### config.mk
export PLATFORM = sky130hd
export DESIGN_NAME = sram_port_arbiter_flat
export DESIGN_NICKNAME = d
export VERILOG_FILES = /design/src/rtl/sram_port_arbiter_pkg.sv /design/src/rtl/sram_port_arbiter_if.sv /design/src/rtl/sram_port_arbiter_rr_pick.sv /design/src/rtl/sram_port_arbiter.sv /design/src/flat_wrapper.sv
export SDC_FILE = /design/constraint.sdc
export NUM_CORES = 1
export LEC_CHECK = 0
export BUFFER_PORTS_ARGS = -buffer_cell sky130_fd_sc_hd__buf_2
export CAP_MARGIN = 20
export CORE_ASPECT_RATIO = 0.6
export CORE_MARGIN = 1.5
export CORE_UTILIZATION = 40
export CTS_CLUSTER_DIAMETER = 120
export CTS_CLUSTER_SIZE = 20
export DETAILED_ROUTE_END_ITERATION = 10
export HOLD_SLACK_MARGIN = 0.02
export PLACE_DENSITY = 0.79
export SYNTH_ARGS = -nofsm -noshare
export SYNTH_HDL_FRONTEND = slang
export SYNTH_SLANG_ARGS = --single-unit
### constraint.sdc
create_clock -name clk -period 4 [get_ports clk]
set_clock_uncertainty 0.05 [all_clocks]
set_input_delay 0.2 -clock clk [delete_from_list [all_inputs] [get_ports clk]]
set_output_delay 0.2 -clock clk [all_outputs]
set_load 0.005 [all_outputs]
### src/rtl/sram_port_arbiter_pkg.sv
// Shared types and constants for the SRAM port arbiter and its clients.
// Latency: none, declarations only.
// Backpressure: not applicable.
package cnn_arb_pkg;

    localparam int N_REQ  = 5;
    localparam int ADDR_W = 12;
    localparam int DATA_W = 16;

    // Client slots on the arbiter request vector
    localparam int QUAD0 = 0;
    localparam int QUAD1 = 1;
    localparam int QUAD2 = 2;
    localparam int QUAD3 = 3;
    localparam int STEP2 = 4;

    typedef enum logic [1:0] {
        IDLE = 2'd0,
        OWN  = 2'd1,
        TURN = 2'd2
    } arb_state_t;

endpackage

### src/rtl/sram_port_arbiter_if.sv
// Client request/grant bundle plus the muxed SRAM port, shared by the arbiter and its clients.
// Latency: wires only.
// Backpressure: clients hold req until gnt arrives; gnt is the only throttle.
interface sram_port_arbiter_if;
    import cnn_arb_pkg::*;

    logic [N_REQ-1:0]        req;
    logic [N_REQ-1:0]        lock;
    logic [N_REQ-1:0]        we;
    logic [N_REQ*ADDR_W-1:0] rd_addr;
    logic [N_REQ*ADDR_W-1:0] wr_addr;
    logic [N_REQ*DATA_W-1:0] wr_data;
    logic [N_REQ-1:0]        gnt;
    logic [N_REQ-1:0]        rd_valid;
    logic [ADDR_W-1:0]       sram_rd_addr;
    logic                    sram_wr_en;
    logic [ADDR_W-1:0]       sram_wr_addr;
    logic [DATA_W-1:0]       sram_wr_data;
    logic                    busy;

    // Client side: drives requests and access fields, observes grant/valid
    modport master (
        output req, lock, we, rd_addr, wr_addr, wr_data,
        input  gnt, rd_valid, sram_rd_addr, sram_wr_en, sram_wr_addr, sram_wr_data, busy
    );

    // Arbiter side
    modport slave (
        input  req, lock, we, rd_addr, wr_addr, wr_data,
        output gnt, rd_valid, sram_rd_addr, sram_wr_en, sram_wr_addr, sram_wr_data, busy
    );

endinterface

### src/rtl/sram_port_arbiter_rr_pick.sv
// Round-robin picker: first requester strictly after last_i, searching cyclically.
// Latency: combinational.
// Backpressure: none; pick_o is zero when no request is present.
module rr_pick
    import cnn_arb_pkg::*;
#(
    parameter int IDX_W = $clog2(N_REQ)
) (
    input  logic [N_REQ-1:0] req_i,
    input  logic [IDX_W-1:0] last_i,
    output logic [N_REQ-1:0] pick_o,
    output logic [IDX_W-1:0] pick_idx_o
);

    logic             found;
    logic [IDX_W-1:0] cand;

    // Walk last+1 .. last+N_REQ so the previous owner is considered last
    always_comb begin
        pick_o     = '0;
        pick_idx_o = '0;
        found      = 1'b0;
        cand       = '0;
        for (int k = 1; k <= N_REQ; k++) begin
            cand = IDX_W'((int'(last_i) + k) % N_REQ);
            if (!found && req_i[cand]) begin
                found        = 1'b1;
                pick_o[cand] = 1'b1;
                pick_idx_o   = cand;
            end
        end
    end

endmodule

### src/rtl/sram_port_arbiter.sv
// Round-robin owner of the single SRAM port with burst limit and post-write turnaround.
// Latency: req in IDLE at edge k -> gnt and first access in cycle k+1; rd_valid one cycle after a read.
// Backpressure: non-owners hold req and wait; tenure ends on lock drop, req drop or MAX_BURST cycles.
module sram_port_arbiter
    import cnn_arb_pkg::*;
#(
    parameter int MAX_BURST = 16
) (
    input  logic              clk,
    input  logic              reset,
    sram_port_arbiter_if.slave bus
);

    localparam int IDX_W = $clog2(N_REQ);
    localparam int CNT_W = $clog2(MAX_BURST);

    arb_state_t       state_q, state_d;
    logic [N_REQ-1:0] gnt_q, gnt_d;
    logic [N_REQ-1:0] rd_valid_q, rd_valid_d;
    logic [IDX_W-1:0] last_owner_q, last_owner_d;
    logic [CNT_W-1:0] burst_cnt_q, burst_cnt_d;

    logic [N_REQ-1:0] pick;
    logic [IDX_W-1:0] pick_idx;
    logic             acc_vld;
    logic             wr_seen;
    logic             rel;

    logic [ADDR_W-1:0] rd_addr_mux;
    logic [ADDR_W-1:0] wr_addr_mux;
    logic [DATA_W-1:0] wr_data_mux;
    logic              wr_en_mux;

    rr_pick #(.IDX_W(IDX_W)) u_pick (
        .req_i      (bus.req),
        .last_i     (last_owner_q),
        .pick_o     (pick),
        .pick_idx_o (pick_idx)
    );

    // gnt is one-hot or zero, so masking with it isolates the owner's bits
    assign acc_vld = |(gnt_q & bus.req);
    assign wr_seen = |(gnt_q & bus.req & bus.we);

    // Forward only the owner's access, and only while it is requesting
    always_comb begin
        rd_addr_mux = '0;
        wr_addr_mux = '0;
        wr_data_mux = '0;
        wr_en_mux   = 1'b0;
        for (int i = 0; i < N_REQ; i++) begin
            if (gnt_q[i] && bus.req[i]) begin
                if (bus.we[i]) begin
                    wr_en_mux   = 1'b1;
                    wr_addr_mux = bus.wr_addr[i*ADDR_W +: ADDR_W];
                    wr_data_mux = bus.wr_data[i*DATA_W +: DATA_W];
                end else begin
                    rd_addr_mux = bus.rd_addr[i*ADDR_W +: ADDR_W];
                end
            end
        end
    end

    // Next-state: arbitrate only in IDLE, count tenure in OWN, one dead cycle in TURN
    always_comb begin
        state_d      = state_q;
        gnt_d        = gnt_q;
        last_owner_d = last_owner_q;
        burst_cnt_d  = burst_cnt_q;
        rel          = 1'b0;
        rd_valid_d   = gnt_q & bus.req & ~bus.we;
        case (state_q)
            IDLE: begin
                gnt_d = '0;
                if (|bus.req) begin
                    gnt_d        = pick;
                    last_owner_d = pick_idx;
                    burst_cnt_d  = '0;
                    state_d      = OWN;
                end
            end
            OWN: begin
                burst_cnt_d = burst_cnt_q + CNT_W'(1);
                rel = !(|(gnt_q & bus.lock)) || !acc_vld ||
                      (burst_cnt_q == CNT_W'(MAX_BURST - 1));
                if (rel) begin
                    gnt_d   = '0;
                    state_d = wr_seen ? TURN : IDLE;
                end
            end
            TURN: begin
                gnt_d   = '0;
                state_d = IDLE;
            end
            default: begin
                gnt_d   = '0;
                state_d = IDLE;
            end
        endcase
    end

    // State registers; reset drops any in-flight rd_valid and pending write
    always_ff @(posedge clk) begin
        if (reset) begin
            state_q      <= IDLE;
            gnt_q        <= '0;
            rd_valid_q   <= '0;
            last_owner_q <= IDX_W'(N_REQ - 1);
            burst_cnt_q  <= '0;
        end else begin
            state_q      <= state_d;
            gnt_q        <= gnt_d;
            rd_valid_q   <= rd_valid_d;
            last_owner_q <= last_owner_d;
            burst_cnt_q  <= burst_cnt_d;
        end
    end

    assign bus.gnt          = gnt_q;
    assign bus.rd_valid     = rd_valid_q;
    assign bus.busy         = (state_q != IDLE);
    assign bus.sram_rd_addr = rd_addr_mux;
    assign bus.sram_wr_en   = wr_en_mux;
    assign bus.sram_wr_addr = wr_addr_mux;
    assign bus.sram_wr_data = wr_data_mux;

endmodule
### src/flat_wrapper.sv
// flat-port wrapper written by rule: the top's interface ports become plain ports
module sram_port_arbiter_flat import cnn_arb_pkg::*;
#(
    parameter int MAX_BURST = 16
)
  (clk, reset, bus_req, bus_lock, bus_we, bus_rd_addr, bus_wr_addr, bus_wr_data, bus_gnt, bus_rd_valid, bus_sram_rd_addr, bus_sram_wr_en, bus_sram_wr_addr, bus_sram_wr_data, bus_busy);
  sram_port_arbiter_if bus_i ();
  input  logic clk;
  input  logic reset;
  input wire logic [$bits(bus_i.req)-1:0] bus_req;
  input wire logic [$bits(bus_i.lock)-1:0] bus_lock;
  input wire logic [$bits(bus_i.we)-1:0] bus_we;
  input wire logic [$bits(bus_i.rd_addr)-1:0] bus_rd_addr;
  input wire logic [$bits(bus_i.wr_addr)-1:0] bus_wr_addr;
  input wire logic [$bits(bus_i.wr_data)-1:0] bus_wr_data;
  output wire logic [$bits(bus_i.gnt)-1:0] bus_gnt;
  output wire logic [$bits(bus_i.rd_valid)-1:0] bus_rd_valid;
  output wire logic [$bits(bus_i.sram_rd_addr)-1:0] bus_sram_rd_addr;
  output wire logic [$bits(bus_i.sram_wr_en)-1:0] bus_sram_wr_en;
  output wire logic [$bits(bus_i.sram_wr_addr)-1:0] bus_sram_wr_addr;
  output wire logic [$bits(bus_i.sram_wr_data)-1:0] bus_sram_wr_data;
  output wire logic [$bits(bus_i.busy)-1:0] bus_busy;
  assign bus_i.req = bus_req;
  assign bus_i.lock = bus_lock;
  assign bus_i.we = bus_we;
  assign bus_i.rd_addr = bus_rd_addr;
  assign bus_i.wr_addr = bus_wr_addr;
  assign bus_i.wr_data = bus_wr_data;
  assign bus_gnt = bus_i.gnt;
  assign bus_rd_valid = bus_i.rd_valid;
  assign bus_sram_rd_addr = bus_i.sram_rd_addr;
  assign bus_sram_wr_en = bus_i.sram_wr_en;
  assign bus_sram_wr_addr = bus_i.sram_wr_addr;
  assign bus_sram_wr_data = bus_i.sram_wr_data;
  assign bus_busy = bus_i.busy;
  sram_port_arbiter #(.MAX_BURST(MAX_BURST)) u_core (.clk(clk), .reset(reset), .bus(bus_i));
endmodule
==> summary.txt, run 1 <==
Outcome
  – Outcome: finished clean

Yosys
  – Post-synth top area cell: a21oi_1
  – Synthesized flop and latch total: 19
  – Syn. warnings: 0
  – Cells after synthesis: 636
  – Synthesized area per cell: ~6.7 sq um
  – Asr flop ratio synth: 0
  – Post-synthesis instance area: 0.00425 sq mm
  – Sequential cell area fraction in the yosys report: 0.0895
  – Syn nets: 880
  – Yosys top cell area share: 0.0977
  – Synth Flop Type: dfxtp_1
  – Library cells used by synthesis: 75
  – Number of synthesized flops with an enable pin: 0
  – Top cells by area, synth: a21oi_1 (9.8%), dfxtp_1 (8.9%), nor2_1 (8.6%), ha_1 (7.9%), a221oi_1 (6.2%)

Global routing
  – Initial antenna violation count: 1
  – Gr usage total: 0.321
  – Largest net degree at the start of global routing: 58
  – Grt total ovfl: 0
  – Vias in the first global route: around 5400
  – First-pass GRT wire length: 28.6 mm

Route
  – Routed WL: 19.5 mm
  – DR DRC count: 0
  – Initial drt markers: approximately 690
  – DRT antenna net count: 0
  – Wire per inst: about 19 microns
  – Drt via density: between 5 and 6
  – Drt first pass iters: 5
  – Routed via count: 6113

Floorplan
  – IO Pins: roughly 270
  – Initial Util: 0.421
  – Die height: slightly above 80 microns
  – Die Wd: between 100 and 150 microns
  – Row count: 28
  – Die area: between 0.01 and 0.015 sq mm
  – Core Box Area: 0.0101 sq mm

Placement
  – Placed cells: slightly above 1000
  – Port buffer count: between 200 and 300
  – Worst slack at placement: between 0.15 and 0.2 ns
  – RD Place Congestion: just under 1
  – Post-DP Area: between 0.005 and 0.006 sq mm
  – Post-detail-place hpwl: approximately 16 mm

Pwr
  – Combinational group share of total power: 0.876
  – Sw Share: 0.510
  – Clock power share: 0.055
  – Leak: ~2.9 nW
  – Int Power: 1.90 mW
  – VDD IR max: approximately 0.34 mV
  – Total Power: ~3.9 mW
  – Sequential power share: 0.069
  – PwrDens: around 650 mW/mm^2
  – Net switching power: 1.98 mW

Cells and area
  – Nets: ~1100
  – Fraction of layout cells with a size suffix above 1: 0.402
  – Syn-to-layout area delta: 41.2%
  – Fin cells: a little over 1000
  – Most common cell after layout, fill and taps aside: buf_2
  – Commonest cells after routing, fill and taps aside: buf_2 (268), nor2_1 (94), a21oi_1 (82)
  – Fillers: around 960
  – Fin area: around 0.0060 sq mm
  – Util after Layout: 0.595

Clocking
  – CTS Buffer Depth: 2
  – # hold bufs at CTS: 0
  – CTS tree: yes
  – Clock Latency Late Sink: about 0.25 ns
  – Total CTS buffers: 3
  – H-tree levels: 1
  – Root Buffer: clkbuf_16
  – Clk sinks: 19
  – Clk slew on worst S/H paths: approximately 0.060 ns

Min path
  – Hold depth: 2
  – HP Start: bus_we[1]
  – Hold WC Path Type: in2reg
  – Hold EP: u_core.bus.rd_valid[1]$_SDFF_PP0_

STA
  – Hold Violations, Final: 0
  – Min cycle time layout: around 3.8 ns
  – Setup ws final: ~0.16 ns
  – Slew headroom: 0.268
  – Setup TNS: 0 ns
  – Final hold slack: 0.0860 ns
  – Crit share post-route: 0.961
  – Fmax achieved: between 200 and 300 MHz
  – Setup Viol. Count Final: 0
  – Max Slew Vio Count: 0
  – Tightest Pin Transition: approximately 1.1 ns

Setup path
  – Setup CP Type: reg2reg
  – CP startpoint: u_core.last_owner_q[1]$_SDFFE_PP0P_
  – Critical Path RT: approximately 4.1 ns
  – CP most frequent cell: o311ai_1
  – Slowest-stage cell, CP: o31a_2
  – Reg2reg end: u_core.last_owner_q[1]$_SDFFE_PP0P_
  – CP startpoint kind: flop
  – Reg2Reg Launch Point: u_core.last_owner_q[1]$_SDFFE_PP0P_
  – Worst Path Arrival: just under 4 ns
  – Worst setup EP type: flop
  – Reg2Reg Depth: 16
  – CP max FO: 6
  – Max incr delay on CP: ~0.4 ns
  – Worst path cell trace: inv_1, buf_4, ha_1, a21oi_2, inv_2, o22ai_2, or2_1, ha_2, nor2b_1, o31a_2, mux2_2, nand4_1, and2b_2, and4_1, o311ai_1, o311ai_1
  – R2R setup slack: roughly 0.16 ns

Flow run
  – Max cap viols: 0
[cells by family after synthesis]
| family | share of synthesized area |
|---|---|
| buffers and inverters | 0.0718 |
| adder cells (fa/ha/maj) | 0.0795 |
| AO/OA/AOI/OAI | 0.370 |
| XOR/XNOR | 0.0383 |
| AND/OR/NAND/NOR | 0.297 |
| multiplexers | 0.0542 |
| flip-flops | 0.0895 |
[worst max-delay path, delay by kind of cell, from the launching register on]
kind                       cells  cell delay (ns)
muxes                          1             0.28
adders and majority gates      2             0.54
and+or+nand+nor                5             0.97
AOI/OAI and AO/OA              5             1.07
DFF                            1             0.36
buffers and inverters          3             0.42
[sequential cells by signal, summed over array words and instances, names as in the netlist]
register and cells:
u_core.bus.rd_valid 5, u_core.bus.gnt 5, u_core.burst_cnt_q 4, u_core.state_q 2
u_core.last_owner_q 3
[power by group through the flow]
| stage | combinational [mW] | clock [mW] | sequential, mW |
|---|---|---|---|
| CTS | 3.11 | 0.212 | 0.265 |
| finish | 3.40 | 0.212 | 0.267 |
| floorplan | 2.19 | 0 | 0.261 |
| global route | 3.67 | 0.224 | 0.273 |
| global placement | 3.10 | 0 | 0.266 |
| detailed placement | 3.09 | 0 | 0.268 |
[worst max-delay path by stage]
stage | cells after the start | to
floorplan | 19 | u_core.last_owner_q[1]$_SDFFE_PP0P_
global placement | 16 | u_core.last_owner_q[1]$_SDFFE_PP0P_
detailed placement | 16 | u_core.last_owner_q[1]$_SDFFE_PP0P_
CTS | 16 | u_core.last_owner_q[1]$_SDFFE_PP0P_
global route | 15 | u_core.last_owner_q[1]$_SDFFE_PP0P_
finish | 16 | u_core.last_owner_q[1]$_SDFFE_PP0P_
[timing repair]
item | CTS | global route
hold endpoints to repair | 0 | 0
endpoints found under the setup margin | 0 | 7
resized for setup | 0 | 14
setup buffers | 0 | 5
[final cells by class]
type	instances	area [sq um]	share of cell area
diodes	1	2.50	0.000417
flip-flops and latches	19	384	0.0640
clock inverters	1	5.00	0.000834
clock buffers	3	75.1	0.0125
multi-input cells	547	3650	0.608
repair buffers	308	1640	0.274
inverters	20	75.1	0.0125
well taps	135	169	0.0281
[cells in the mapped netlist, types with 3 or more instances]
cell type   n
a211oi_1   19
a21o_1      4
a21oi_1    83
a21oi_2     4
a221oi_1   30
a22oi_1    13
a31oi_1     7
and2_1      5
and3_1      5
and3b_1     3
and4b_1     3
buf_1       3
buf_2       4
buf_4       4
buf_6       3
clkbuf_1   36
dfxtp_1    19
ha_1       27
inv_1      16
inv_2       4
mux2i_1    14
mux4_2      3
nand2_1    40
nand2b_1    8
nand3_1    13
nand3b_1    6
nand4_1     4
nor2_1     97
nor2b_1     6
nor3_1     42
nor4b_1     3
o211ai_1    4
o21a_1      6
o21ai_0    19
o21ai_1     4
o21bai_1    4
o31ai_1     4
o32ai_1     4
or2_2       3
or3_1       3
or3b_1      3
xnor2_1     8
xnor2_2     3
[routing by layer]
metal	share of wire	wire length (microns)	vias to the layer above	track usage
met3	0.11	2050	30	0.0476
met1	0.43	8480	2754	0.463
li1	-	-	2919	-
met2	0.43	8460	410	0.488
met5	0	0	-	0
met4	0.028	538	0	0.0957
Power figures use the tool's default switching activity.
==> run 2: changes to the inputs <==
--- a/config.mk
+++ b/config.mk
@@ -10,7 +10,7 @@
 export CORE_ASPECT_RATIO = 0.6
 export CORE_MARGIN = 1.5
 export CORE_UTILIZATION = 40
-export CTS_CLUSTER_DIAMETER = 120
+export CTS_CLUSTER_DIAMETER = 60
 export CTS_CLUSTER_SIZE = 20
 export DETAILED_ROUTE_END_ITERATION = 10
 export HOLD_SLACK_MARGIN = 0.02
==> constraint.sdc (replaced) <==
create_clock -name clk -period 3.3 [get_ports clk]
set_clock_uncertainty 0.05 [all_clocks]
set_input_delay 0.165 -clock clk [delete_from_list [all_inputs] [get_ports clk]]
set_output_delay 0.165 -clock clk [all_outputs]
set_load 0.005 [all_outputs]
==> run 2 against run 1 <==
The run now ends with setup timing left. Register-to-register slack worse by 0.60 ns. Sequential power grew 23%. Hold slack got worse by 0.042 ns. Die area stayed put. Cell area rose by 16%. Sequential share of layout area is 0.86 points lower. First-iteration DRC count grew 0.44%. Routed wire length grew 9.4%. Largest cell class unchanged. Count of clock-buffer cells in the layout did not move. Sequential cell count unchanged. Critical path depth increased by 5.
==> summary.txt, run 2 (synthesized netlist as in run 1, its figures left out) <==
Outcome
  – Outcome: complete, but fails checks (was finished clean)
  – Failing checks: setup timing

Pwr
  – Clock power share: 0.041 (was 0.055)
  – Combinational group share of total power: 0.907 (was 0.876)
  – Leak: 3.40 nW (was 2.92 nW)
  – Int Power: 3.36 mW (was 1.90 mW)
  – PwrDens: 909 mW/mm^2 (was 646 mW/mm^2)
  – Sequential power share: 0.052 (was 0.069)
  – Total Power: 6.32 mW (was 3.88 mW)
  – VDD IR max: 0.427 mV (was 0.335 mV)
  – Sw Share: 0.469 (was 0.510)
  – Net switching power: 2.97 mW (was 1.98 mW)

Min path
  – Hold depth: 2 (unchanged)
  – Hold WC Path Type: in2reg (unchanged)

Setup path
  – CP most frequent cell: buf_4 (was o311ai_1)
  – Reg2Reg Depth: 21 (was 16)
  – Slowest-stage cell, CP: dfxtp_4 (was o31a_2)
  – Worst path cell trace: clkinvlp_4, ha_4, xnor2_4, inv_2, ha_4, or3b_1, o22ai_2, buf_4, buf_4, buf_4, buf_4, buf_4, buf_4, buf_4, a211oi_1, o21ai_2, a21oi_4, and2b_2, and4_2, a221oi_2, o21bai_1 (was inv_1, buf_4, ha_1, a21oi_2, inv_2, o22ai_2, or2_1, ha_2, nor2b_1, o31a_2, mux2_2, nand4_1, and2b_2, and4_1, o311ai_1, o311ai_1)
  – Worst setup EP type: flop (unchanged)
  – CP max FO: 3 (was 6)
  – Max incr delay on CP: 0.35 ns (was 0.40 ns)
  – CP startpoint kind: flop (unchanged)
  – Setup CP Type: reg2reg (unchanged)
  – Worst Path Arrival: 3.83 ns (was 3.92 ns)
  – Critical Path RT: 3.39 ns (was 4.07 ns)

STA
  – Hold Violations, Final: 0 (unchanged)
  – Slew headroom: 0.612 (was 0.268)
  – Min cycle time layout: 3.74 ns (was 3.84 ns)
  – Crit share post-route: 1.13 (was 0.961)
  – Max Slew Vio Count: 0 (unchanged)
  – Tightest Pin Transition: 0.581 ns (was 1.10 ns)
  – Final hold slack: 0.0437 ns (was 0.0860 ns)
  – RSZ-0062 raised after global routing: true
  – Setup Viol. Count Final: 8 (was 0)
  – Setup ws final: -0.438 ns (was 0.158 ns)
  – Setup TNS: -2.89 ns (was 0 ns)
  – Fmax achieved: 268 MHz (was 260 MHz)

Cells and area
  – Fillers: 888 (was 964)
  – Nets: 1226 (was 1143)
  – Fin cells: 1116 (was 1034)
  – Syn-to-layout area delta: 63.7% (was 41.2%)
  – Util after Layout: 0.689 (was 0.595)
  – Commonest cells after routing, fill and taps aside: buf_2 (268), buf_4 (117), nor2_1 (95) (was buf_2 (268), nor2_1 (94), a21oi_1 (82))
  – Fraction of layout cells with a size suffix above 1: 0.490 (was 0.402)
  – Fin area: 0.00696 sq mm (was 0.00600 sq mm)
  – Antenna cell count: 0 (was 1)
  – Most common cell after layout, fill and taps aside: buf_2 (unchanged)

Floorplan
  – Core Box Area: 0.0101 sq mm (unchanged)
  – IO Pins: 269 (unchanged)
  – Die Wd: 136 microns (unchanged)
  – Die height: 82.8 microns (unchanged)
  – Row count: 28 (unchanged)
  – Die area: 0.0113 sq mm (unchanged)
  – Initial Util: 0.421 (unchanged)

Global routing
  – Vias in the first global route: 5911 (was 5373)
  – Busiest grt layer: met2 (unchanged)
  – Largest net degree at the start of global routing: 58 (unchanged)
  – Met2 Use GR: 0.540 (was 0.488)
  – Initial antenna violation count: 0 (was 1)
  – First-pass GRT wire length: 31.4 mm (was 28.6 mm)
  – Global routing usage on met3: 0.0806 (was 0.0476)
  – Gr usage total: 0.352 (was 0.321)
  – Grt total ovfl: 0 (unchanged)
  – GR Layer Usage met1: 0.492 (was 0.463)

Clocking
  – Clock Latency Late Sink: 0.25 ns (about the same)
  – Total CTS buffers: 3 (unchanged)
  – H-tree levels: 1 (unchanged)
  – CTS Buffer Depth: 2 (unchanged)
  – Root Buffer: clkbuf_16 (unchanged)
  – Clk slew on worst S/H paths: 0.06 ns (about the same)
  – CTS tree: yes (unchanged)
  – Clk sinks: 19 (unchanged)

Route
  – Initial drt markers: 688 (was 685)
  – Routed via count: 6494 (was 6113)
  – Drt via density: 5.82 (was 5.91)
  – Drt first pass iters: 5 (unchanged)
  – Routed WL: 21.4 mm (was 19.5 mm)
  – DR DRC count: 0 (unchanged)
  – Wire per inst: 19.1 microns (was 18.9 microns)
  – DRT antenna net count: 0 (unchanged)

Placement
  – Post-detail-place hpwl: 16.7 mm (was 15.7 mm)
  – Port buffer count: 268 (unchanged)
  – Worst slack at placement: -0.420 ns (was 0.170 ns)
  – RD Place Congestion: 0.969 (was 0.983)
  – Placed cells: 1086 (was 1024)
  – Post-DP Area: 0.00639 sq mm (was 0.00583 sq mm)

Flow run
  – Max cap viols: 0 (unchanged)
run 2: layer usage:
metal	up-vias	routed length (microns)
li1	3086	-
met1	2954	9010
met2	418	9360
met3	36	2460
met4	0	538
met5	-	0
run 2: area by class of cell:
| cell class | count | area (sq um) | share of cell area |
|---|---|---|---|
| repair buffers | 391 | 2300 | 0.331 |
| inverters | 20 | 78.8 | 0.0113 |
| clock buffers | 3 | 75.1 | 0.0108 |
| clock inverters | 1 | 5.00 | 0.000719 |
| flip-flops and latches | 19 | 385 | 0.0554 |
| multi-input cells | 547 | 3940 | 0.566 |
| well taps | 135 | 169 | 0.0243 |
run 2: repair_timing:
item / CTS / global route
setup endpoints to repair: 8 / 8
cloned: 0 / 0
hold buffers: 0 / 0
buffers inserted: 17 / 8
gates resized for setup: 25 / 30
pin swaps: 19 / 21
run 2: power by group through the flow:
stage          logic [mW]  clock network, mW  registers [mW]
5_1_grt              6.09              0.275           0.333
3_3_place_gp         4.78                  0           0.328
2_1_floorplan        2.85                  0           0.319
4_1_cts              5.15              0.261           0.327
3_5_place_dp         4.76                  0           0.330
6_report             5.73              0.260           0.328
run 2: worst paths after layout:
path,startpoint,endpoint,slack [ns]
setup / recovery,u_core.last_owner_q[1]$_SDFFE_PP0P_,u_core.bus.gnt[3]$_SDFFE_PP0P_,-0.44
hold / removal,bus_we[1],u_core.bus.rd_valid[1]$_SDFF_PP0_,0.04
setup reg to reg,u_core.last_owner_q[1]$_SDFFE_PP0P_,u_core.bus.gnt[3]$_SDFFE_PP0P_,-0.44
hold reg to reg,u_core.burst_cnt_q[2]$_SDFFE_PP0P_,u_core.burst_cnt_q[2]$_SDFFE_PP0P_,0.45
run 2: critical path, delay by kind of cell, from the launching register on:
kind	cells	cell delay [ns]
buffers and inverters	9	1.09
AOI/OAI and AO/OA	6	1.03
and+or+nand+nor	3	0.60
DFF	1	0.35
adders and majority gates	2	0.35
xor gates and xnor gates	1	0.13
==> run 3: changes to the inputs <==
--- a/config.mk
+++ b/config.mk
@@ -5,6 +5,7 @@
 export SDC_FILE = /design/constraint.sdc
 export NUM_CORES = 1
 export LEC_CHECK = 0
+export ABC_AREA = 1
 export BUFFER_PORTS_ARGS = -buffer_cell sky130_fd_sc_hd__buf_2
 export CAP_MARGIN = 20
 export CORE_ASPECT_RATIO = 0.6
==> run 3 against run 2 <==
The flow still finishes with violations (setup timing). Maximum frequency is 7.1% higher. Hold slack improved by 0.046 ns. Sequential cell count unchanged. Synthesized cell count rose by 22%. Global-route usage shrank 0.12 points. Die area increased by 0.49%. Cell area is 4.0% lower. First-iteration DRC count up 26%. Critical endpoint is now u_core.bus.gnt[4]$_SDFFE_PP0P_. Largest power group unchanged.
==> summary.txt, run 3 <==
Yosys
  – Synth Area in Simple Gates: 0.371 (was 0.297)
  – Most frequent cells after synthesis: nand2_1 (176), inv_1 (95), nor2_1 (76), a21oi_1 (69), o21ai_0 (61) (was nor2_1 (97), a21oi_1 (83), nor3_1 (42), nand2_1 (40), clkbuf_1 (36))
  – Synth Flop Type: dfxtp_1 (unchanged)
  – Adder-cell area share of the yosys netlist: 0.0791 (was 0.0795)
  – Library cells used by synthesis: 43 (was 75)
  – Largest family of logic cells by synthesized area: simple AND/OR/NAND/NOR gates (was compound AO/OA/AOI/OAI gates)
  – Post-synthesis instance area: 0.00427 sq mm (was 0.00425 sq mm)
  – Sequential cell area fraction in the yosys report: 0.0890 (was 0.0895)
  – Xor/xnor share of the synthesized area: 0.00791 (was 0.0383)
  – Count leader, synth: nand2_1 (was nor2_1)
  – Cells after synthesis: 776 (was 636)
  – Multiplexer share of the synthesized area: 0 (was 0.0542)
  – Syn. warnings: 0 (unchanged)
  – Asr flop ratio synth: 0 (unchanged)
  – Synthesized flop and latch total: 19 (unchanged)
  – Post-synth top area cell: nand2_1 (was a21oi_1)
  – Synth Area in Compound Gates: 0.323 (was 0.370)
  – Yosys top cell area share: 0.155 (was 0.0977)
  – Number of synthesized flops with an enable pin: 0 (unchanged)
  – Synthesized area per cell: 5.50 sq um (was 6.68 sq um)
  – Top cells by area, synth: nand2_1 (15%), dfxtp_1 (8.9%), inv_1 (8.3%), a21oi_1 (8.1%), ha_1 (7.9%) (was a21oi_1 (9.8%), dfxtp_1 (8.9%), nor2_1 (8.6%), ha_1 (7.9%), a221oi_1 (6.2%))
  – Syn nets: 1020 (was 880)

Setup path
  – Worst setup EP type: flop (unchanged)
  – CP startpoint: u_core.last_owner_q[0]$_SDFFE_PP0P_ (was u_core.last_owner_q[1]$_SDFFE_PP0P_)
  – Setup CP Type: reg2reg (unchanged)
  – R2R setup slack: -0.19 ns (was -0.44 ns)
  – Critical Path RT: 3.45 ns (was 3.39 ns)
  – Worst path depth: 28 (was 21)
  – Critical Path End: u_core.bus.gnt[4]$_SDFFE_PP0P_ (was u_core.bus.gnt[3]$_SDFFE_PP0P_)
  – Critical path buffer and inverter count: 4 (was 9)
  – Max incr delay on CP: 0.41 ns (was 0.35 ns)
  – Slowest-stage cell, CP: dfxtp_4 (unchanged)
  – CP startpoint kind: flop (unchanged)
  – Reg2reg end: u_core.bus.gnt[4]$_SDFFE_PP0P_ (was u_core.bus.gnt[3]$_SDFFE_PP0P_)
  – Reg2Reg Depth: 28 (was 21)
  – Largest delay share family, worst path: simple AND/OR/NAND/NOR gates (was buffers and inverters)
  – CP max FO: 4 (was 3)
  – Worst Path Arrival: 3.64 ns (was 3.83 ns)
  – CP most frequent cell: nand2_2 (was buf_4)
  – Reg2Reg Launch Point: u_core.last_owner_q[0]$_SDFFE_PP0P_ (was u_core.last_owner_q[1]$_SDFFE_PP0P_)

Placement
  – Port buffer count: 268 (unchanged)
  – RD Place Congestion: 1.01 (was 0.969)
  – Post-detail-place hpwl: 16.4 mm (was 16.7 mm)
  – Post-DP Area: 0.00612 sq mm (was 0.00639 sq mm)
  – Worst slack at placement: -0.135 ns (was -0.420 ns)
  – Placed cells: 1194 (was 1086)

Clocking
  – CTS Buffer Depth: 2 (unchanged)
  – Clk slew on worst S/H paths: 0.06 ns (about the same)
  – CTS tree: yes (unchanged)
  – # hold bufs at CTS: 0 (unchanged)
  – H-tree levels: 1 (unchanged)
  – Clock Latency Late Sink: 0.26 ns (was 0.25 ns)
  – Total CTS buffers: 3 (unchanged)
  – Clk sinks: 19 (unchanged)
  – Root Buffer: clkbuf_16 (unchanged)

Pwr
  – VDD IR max: 0.792 mV (was 0.427 mV)
  – PwrDens: 1040 mW/mm^2 (was 909 mW/mm^2)
  – Total Power: 6.95 mW (was 6.32 mW)
  – Leak: 3.62 nW (was 3.40 nW)

Floorplan
  – Die height: 83.0 microns (was 82.8 microns)
  – Row count: 28 (unchanged)
  – Initial Util: 0.422 (was 0.421)
  – Die area: 0.0113 sq mm (about the same)
  – Core Box Area: 0.0101 sq mm (about the same)
  – Die Wd: 136 microns (about the same)
  – IO Pins: 269 (unchanged)

Min path
  – Hold WC Path Type: in2reg (unchanged)

Route
  – Routed WL: 21.2 mm (was 21.4 mm)
  – Initial drt markers: 864 (was 688)
  – Wl on met1: 8.44 mm (was 9.01 mm)
  – DR DRC count: 0 (unchanged)
  – Routed met2 length: 9.25 mm (was 9.36 mm)
  – DRT antenna net count: 0 (unchanged)
  – Wire per inst: 17.4 microns (was 19.1 microns)
  – Drt first pass iters: 5 (unchanged)
  – Top sig layer: met5 (was met4)
  – Met3 WL: 2.70 mm (was 2.46 mm)
  – Routed via count: 6876 (was 6494)
  – Drt via density: 5.62 (was 5.82)

STA
  – Setup Viol. Count Final: 8 (unchanged)
  – Fmax achieved: 286 MHz (was 268 MHz)
  – Slew headroom: 0.348 (was 0.612)
  – Tightest Pin Transition: 0.978 ns (was 0.581 ns)
  – Hold Violations, Final: 0 (unchanged)
  – Crit share post-route: 1.06 (was 1.13)
  – Setup TNS: -1.24 ns (was -2.89 ns)
  – Max Slew Vio Count: 0 (unchanged)
  – Setup ws final: -0.191 ns (was -0.438 ns)
  – Min cycle time layout: 3.49 ns (was 3.74 ns)
  – Final hold slack: 0.0897 ns (was 0.0437 ns)
  – RSZ-0062 raised after global routing: true (unchanged)

Global routing
  – First-pass GRT wire length: 31.4 mm (about the same)
  – Gr usage total: 0.350 (was 0.352)
  – Largest net degree at the start of global routing: 32 (was 58)
  – Grt total ovfl: 0 (unchanged)
  – Vias in the first global route: 6153 (was 5911)
  – Initial antenna violation count: 1 (was 0)

Cells and area
  – Fraction of layout cells with a size suffix above 1: 0.422 (was 0.490)
  – Most common cell after layout, fill and taps aside: buf_2 (unchanged)
  – Nets: 1333 (was 1226)
  – Fin cells: 1223 (was 1116)
  – Commonest cells after routing, fill and taps aside: buf_2 (268), nand2_1 (156), inv_1 (88) (was buf_2 (268), buf_4 (117), nor2_1 (95))
  – Syn-to-layout area delta: 56.3% (was 63.7%)
  – Antenna cell count: 0 (unchanged)
  – Util after Layout: 0.659 (was 0.689)
  – Fin area: 0.00668 sq mm (was 0.00696 sq mm)

Outcome
  – Failing checks: setup timing (unchanged)
  – Outcome: complete, but fails checks (unchanged)

Flow run
  – Max cap viols: 0 (unchanged)
==> run 3: cell types whose count changed after synthesis, moves of 21 or more <==
cell      before  now
nor2_1        97   76
nor3_1        42    6
nand3_1       13   49
o21ai_0       19   61
nand2_1       40  176
o211ai_1       4   41
inv_1         16   95
==> run 3: layout make-up <==
cell class              instances  area (sq um)
well taps                     135           169
flip-flops and latches         19           389
fillers                       936          3450
clock buffers                   3          75.1
inverters                     103           399
multi-input cells             613          3660
repair buffers                349          1980
clock inverters                 1          5.00
==> run 3: worst min path at each step <==
| stage | from | to | slack [ns] | cells after the start |
|---|---|---|---|---|
| after floorplan | bus_we[0] | u_core.bus.rd_valid[0]$_SDFF_PP0_ | 0.19 | 1 |
| after global placement | bus_we[0] | u_core.bus.rd_valid[0]$_SDFF_PP0_ | 0.35 | 2 |
| after detailed placement | bus_we[0] | u_core.bus.rd_valid[0]$_SDFF_PP0_ | 0.35 | 2 |
| after CTS | bus_we[0] | u_core.bus.rd_valid[0]$_SDFF_PP0_ | 0.08 | 2 |
| after global routing | bus_we[0] | u_core.bus.rd_valid[0]$_SDFF_PP0_ | 0.09 | 2 |
| final | bus_we[0] | u_core.bus.rd_valid[0]$_SDFF_PP0_ | 0.09 | 2 |
==> run 3: routing by layer <==
layer,up-vias,track usage
met2,499,0.553
li1,3258,-
met1,3037,0.473
met4,2,0.106
met3,80,0.0769
met5,-,0
==> run 3: repair_timing <==
action,CTS,global route
gates resized for setup,32,40
setup endpoints to repair,8,8
gates cloned,1,0
buffers inserted,16,8
pin swaps,17,33
==> run 3: worst register-to-register path: cells and delay by family (launching register included) <==
| kind | cells | cell delay (ns) |
|---|---|---|
| flip-flops | 1 | 0.41 |
| adder cells (fa/ha/maj) | 3 | 0.46 |
| buffers and inverters | 4 | 0.27 |
| AND/OR/NAND/NOR | 20 | 2.10 |
| AO/OA/AOI/OAI | 1 | 0.12 |
==> run 3: cell families after synthesis <==
| group | count (synthesis) |
|---|---|
| buffers and inverters | 144 |
| AO/OA/AOI/OAI | 228 |
| adder cells (fa/ha/maj) | 27 |
| AND/OR/NAND/NOR | 355 |
| XOR/XNOR | 3 |
| flip-flops | 19 |
==> run 3: report_power, final <==
part	total [mW]	switching, mW	internal [mW]
combinational	6.38	3.75	2.63
sequential	0.308	0.0423	0.266
clock	0.267	0.104	0.163
total	6.95	3.89	3.06
